--- src/rtl/wb_reg_responder.sv ---
// Wishbone B4 pipelined responder for the register window holding REG_CPU (READY, RESET),
// with a reset stretcher on cpu_reset_o. Build macro WB_REG_ERR_EN adds wb_err_o for out-of-range indices.
//
// state   | meaning
// ST_IDLE | waiting for a request, wb_stall_o low
// ST_ACK  | completing the accepted request, wb_stall_o high
module wb_reg_responder #(
    parameter int WB_ADDR_WIDTH     = 20,
    parameter int REG_ADDR_WIDTH    = 1,
    parameter int DATA_WIDTH        = 8,
    parameter int RESET_HOLD_CYCLES = 64
) (
    input  logic                      wb_clock_i,
    input  logic                      wb_reset_n_i,
    input  logic [WB_ADDR_WIDTH-1:0]  wb_addr_i,
    input  logic [DATA_WIDTH-1:0]     wb_data_i,
    output logic [DATA_WIDTH-1:0]     wb_data_o,
    input  logic                      wb_we_i,
    input  logic                      wb_cycle_i,
    input  logic                      wb_strobe_i,
    output logic                      wb_stall_o,
    output logic                      wb_ack_o,
`ifdef WB_REG_ERR_EN
    output logic                      wb_err_o,
`endif
    output logic                      cpu_ready_o,
    output logic                      cpu_reset_o
);

    localparam logic [2:0] WB_REG_BASE = 3'b010;
    localparam int         REG_COUNT   = 1;
    localparam int         CNT_W       = $clog2(RESET_HOLD_CYCLES + 1);
    localparam logic [CNT_W-1:0] HOLD_LOAD = CNT_W'(RESET_HOLD_CYCLES);

    typedef enum logic {
        ST_IDLE,
        ST_ACK
    } state_t;

    state_t                    state;
    logic                      reg_reset;
    logic [CNT_W-1:0]          hold_cnt;
    logic                      ack_q;
    logic [DATA_WIDTH-1:0]     data_q;

    logic                      select;
    logic                      idx_valid;
    logic                      wr_cpu;
    logic                      reset_nxt;
    logic [REG_ADDR_WIDTH-1:0] req_idx;
    logic [CNT_W-1:0]          cnt_nxt;
    logic [DATA_WIDTH-1:0]     rd_cpu;
    logic [DATA_WIDTH-1:0]     rd_data;
    logic                      unused_bits;

    assign select = wb_cycle_i & wb_strobe_i & ~wb_stall_o &
                    (wb_addr_i[WB_ADDR_WIDTH-1 -: 3] == WB_REG_BASE);

    assign req_idx   = wb_addr_i[REG_ADDR_WIDTH-1:0];
    assign idx_valid = ({{(32-REG_ADDR_WIDTH){1'b0}}, req_idx} < 32'(REG_COUNT));
    assign wr_cpu    = select & wb_we_i & idx_valid;
    assign reset_nxt = wr_cpu ? wb_data_i[1] : reg_reset;

    // Address bits between the base and the index, and data bits above RESET, carry no meaning.
    assign unused_bits = ^{wb_addr_i[WB_ADDR_WIDTH-4:REG_ADDR_WIDTH], wb_data_i[DATA_WIDTH-1:2]};

    // Stretcher reloads while RESET is held and counts out once it clears.
    always_comb begin
        cnt_nxt = '0;
        if (reg_reset) begin
            cnt_nxt = HOLD_LOAD;
        end else if (hold_cnt != '0) begin
            cnt_nxt = hold_cnt - CNT_W'(1);
        end
    end

    always_comb begin
        rd_cpu    = '0;
        rd_cpu[0] = cpu_ready_o;
        rd_cpu[1] = reg_reset;
        rd_cpu[2] = cpu_reset_o;
    end

    always_comb begin
        rd_data = '0;
        if (!wb_we_i && idx_valid) begin
            rd_data = rd_cpu;
        end
    end

    always_ff @(posedge wb_clock_i or negedge wb_reset_n_i) begin
        if (!wb_reset_n_i) begin
            cpu_ready_o <= 1'b0;
            reg_reset   <= 1'b1;
            hold_cnt    <= HOLD_LOAD;
            cpu_reset_o <= 1'b1;
        end else begin
            if (wr_cpu) begin
                cpu_ready_o <= wb_data_i[0];
            end
            reg_reset   <= reset_nxt;
            hold_cnt    <= cnt_nxt;
            cpu_reset_o <= reset_nxt | (cnt_nxt != '0);
        end
    end

`ifdef WB_REG_ERR_EN
    logic err_q;
`endif

    always_ff @(posedge wb_clock_i or negedge wb_reset_n_i) begin
        if (!wb_reset_n_i) begin
            state      <= ST_IDLE;
            wb_stall_o <= 1'b0;
            ack_q      <= 1'b0;
            data_q     <= '0;
`ifdef WB_REG_ERR_EN
            err_q      <= 1'b0;
`endif
        end else begin
            case (state)
                ST_IDLE: begin
                    if (select) begin
                        state      <= ST_ACK;
                        wb_stall_o <= 1'b1;
                        data_q     <= rd_data;
`ifdef WB_REG_ERR_EN
                        ack_q      <= idx_valid;
                        err_q      <= ~idx_valid;
`else
                        ack_q      <= 1'b1;
`endif
                    end
                end
                ST_ACK: begin
                    state      <= ST_IDLE;
                    wb_stall_o <= 1'b0;
                    ack_q      <= 1'b0;
                    data_q     <= '0;
`ifdef WB_REG_ERR_EN
                    err_q      <= 1'b0;
`endif
                end
                default: begin
                    state      <= ST_IDLE;
                    wb_stall_o <= 1'b0;
                    ack_q      <= 1'b0;
                    data_q     <= '0;
`ifdef WB_REG_ERR_EN
                    err_q      <= 1'b0;
`endif
                end
            endcase
        end
    end

    // Dropping the cycle during ACK aborts the transfer, so the response is masked by wb_cycle_i.
    assign wb_ack_o  = ack_q & wb_cycle_i;
    assign wb_data_o = wb_ack_o ? data_q : '0;
`ifdef WB_REG_ERR_EN
    assign wb_err_o  = err_q & wb_cycle_i;
`endif

endmodule

--- config.mk ---
export PLATFORM = sky130hd
export DESIGN_NAME = wb_reg_responder
export DESIGN_NICKNAME = d
export VERILOG_FILES = /design/src/rtl/wb_reg_responder.sv
export SDC_FILE = /design/constraint.sdc
export NUM_CORES = 1
export LEC_CHECK = 0
export BUFFER_PORTS_ARGS = -buffer_cell sky130_fd_sc_hd__buf_4
export CAP_MARGIN = 10
export CORE_MARGIN = 2
export CORE_UTILIZATION = 42
export CTS_CLUSTER_DIAMETER = 80
export DETAILED_ROUTE_END_ITERATION = 8
export GPL_ROUTABILITY_DRIVEN = 0
export PLACE_DENSITY = 0.75
export SETUP_SLACK_MARGIN = 0.2
export SLEW_MARGIN = 5
export SYNTH_ARGS = -nofsm -noshare
export SYNTH_HDL_FRONTEND = slang
export SYNTH_SLANG_ARGS = --single-unit
--- constraint.sdc ---
create_clock -name wb_clock_i -period 1.8 [get_ports wb_clock_i]
set_input_delay 0.09 -clock wb_clock_i [delete_from_list [all_inputs] [get_ports wb_clock_i]]
set_output_delay 0.09 -clock wb_clock_i [all_outputs]
set_load 0.005 [all_outputs]
==> results.cfg <==
[outcome]
status = complete, no violations

[placement]
place_area_um2 = 931
io_buffers = 17
dpl.hpwl_um = 1140
place_ws_ps = 241

[detailed_routing]
vias = 623
route.detailed.drc = 0
wl_per_cell_um = 12.0
ant_nets = 0
drtIter0Drc = 11
firstDrtPassIters = 2
vias_per_cell = 5.02
drt_wl_total_um = 1490

[logic_synthesis]
synth_edf_count = 0
netlist-cell-type-count = 32
synth-main-ff-cell = dfrtp_1
synth_cells = 78
ys_ff_latch = 15
async_flop_share = 1.00
ys_seq_area_frac = 0.470
syn_area_per_cell_um2 = 10.3
yosys_warnings = 0
syn_area_um2 = 806

[pwr]
irDropWorstVdd_uv = 864
clkPwrFrac = 0.150
power_frac_seq = 0.448
p_per_area_nw_per_um2 = 1270
power_leakage_nw = 0.493
pwr-share-comb = 0.402
p_total_mw = 1.27
cell_internal_pwr_mw = 0.814
p_sw_mw = 0.456
switching_share = 0.359

[global_routing]
grt_pass1_wl_um = 2470
grt_pass1_vias = 593
grt_use_met1 = 0.171
grt.met2_usage = 0.293
grt.busiest_layer = met2
antenna_found_initial = 0
met3_usage = 0.0679
grt_max_degree = 16
grt_overflow = 0
groute.usage.overall = 0.160

[floorplanning]
rows = 15
fp.dieH_um = 47.8
core_um2 = 1760
boundaryPins = 45
start_util = 0.457
die_w_um = 47.8
dieArea_um2 = 2280

[run]
drv_cap = 0

[layout]
design_area_um2 = 1000
antenna_cells = 0
layout_common_cells = 18 x buf_4, 13 x nor2_1, 12 x dfrtp_1, 5 x conb_1, 4 x nand2_1
area_growth_pct = 24.1
register_area_um2 = 379
drive_gt1_frac = 0.384
fin_nets = 135
final_common_cell = buf_4
multi_input_area_um2 = 409
fillers = 158

[timing]
fmax_mhz = 675
drv_slew = 0
min_period_ps = 1480
fin_crit_sh = 0.824
fin_ws_ps = 318
finalClockSkew_ps = 2.83
grt_setup_unrepaired = no
finalHoldViolCount = 0
setup_violations = 0
tns_ps = 0

[clock_tree]
clk_path_buf_depth = 2
path_clk_slew_ps = 90
cts_tree = yes
cts_num_sinks = 15
cts-root-buf = clkbuf_4
clk_latency_ps = 280
htree_levels = 1
cts_buffers = 3

[setup_path]
arrival_ps = 1660
end_kind = flip-flop
r2r_slack_ps = 320
worst_ep_required_time_ps = 1980
path_class = reg -> reg
worstPathMaxFanout = 7
cp-start-kind = flip-flop

[worst_hold_path]
hp-class = in -> reg
[power by group through the flow]
stage	combinational, mW	clock (mW)	sequential (mW)
final	0.510	0.191	0.569
after global routing	0.574	0.221	0.585
after CTS	0.447	0.203	0.563
after detailed placement	0.444	0	0.567
after global placement	0.422	0	0.566
after floorplan	0.341	0	0.541
[Yosys cell counts (all sizes together), types with 2 or more instances]
library cell / number / area share
nor2: 13 / 0.061
and3: 3 / 0.028
nor3: 3 / 0.019
ha: 2 / 0.031
xnor2: 3 / 0.033
inv: 2 / 0.0093
nand3: 3 / 0.019
nor3b: 2 / 0.019
buf: 6 / 0.061
mux2: 2 / 0.037
dfrtp: 12 / 0.37
dfstp: 3 / 0.098
a21oi: 3 / 0.019
nand2: 5 / 0.033
[worst paths after layout]
path,start,to,cells past startpoint
worst max-delay path,ack_q,cpu_ready_o,4
worst min-delay path,wb_data_i[0],cpu_ready_o,2
worst max register to register,ack_q,cpu_ready_o,4
worst min register to register,state,data_q[2],1
max in group asynchronous,wb_reset_n_i,hold_cnt[6],2
min in group asynchronous,wb_reset_n_i,data_q[0],2
[what timing repair did]
action	CTS	global route
endpoints found under the hold margin	15	0
resized for setup	0	5
setup buffers	0	1
hold buffers	1	0
endpoints found under the setup margin	0	3
[routing by layer]
layer	vias to the layer above	share of wire	wire length, um
met5	-	0	0
met4	0	0.0040	6
met3	2	0.066	99
met2	19	0.53	793
met1	300	0.40	594
li1	302	-	-
[critical path: stages, from the launching register on]
cell and delay [ps]:
dfrtp_1 440, and4bb_1 290, and3b_2 280, nand2_4 80
mux2_4 290
[stage by stage]
step	utilization	hold WS (ps)	instances
final	0.567	30.9	124
after global routing	0.567	5.57	124
after CTS	0.549	15.6	123
after detailed placement	0.528	-44.5	118
after global placement	0.528	-50.4	118
after floorplan	-	-206	82
[cell type report]
class	count	share of cell area
inverter	2	0.00751
clock buffer	3	0.0225
multi-input combinational	59	0.409
timing repair buffer	19	0.145
sequential	15	0.379
tap	25	0.0313
clock inverter	1	0.00501
[sequential cells by signal (all words and copies together) (netlist names)]
register,count
cpu_reset_o,1
ack_q,1
hold_cnt,7
cpu_ready_o,1
data_q,3
reg_reset,1
state,1
[kinds of logic (layout without fill, tap and decap cells)]
| group | after synthesis | count (layout) | synth area share |
|---|---|---|---|
| simple gates | 39 | 39 | 0.287 |
| flops | 15 | 15 | 0.471 |
| compound gates | 8 | 8 | 0.0668 |
| buf+inv | 8 | 25 | 0.0699 |
| xor+xnor | 3 | 3 | 0.0326 |
| fa+ha+maj | 2 | 2 | 0.0311 |
| mux | 2 | 2 | 0.0373 |
| other cells | 1 | 5 | 0.00465 |
No activity file was read; power rests on OpenSTA's default activity.
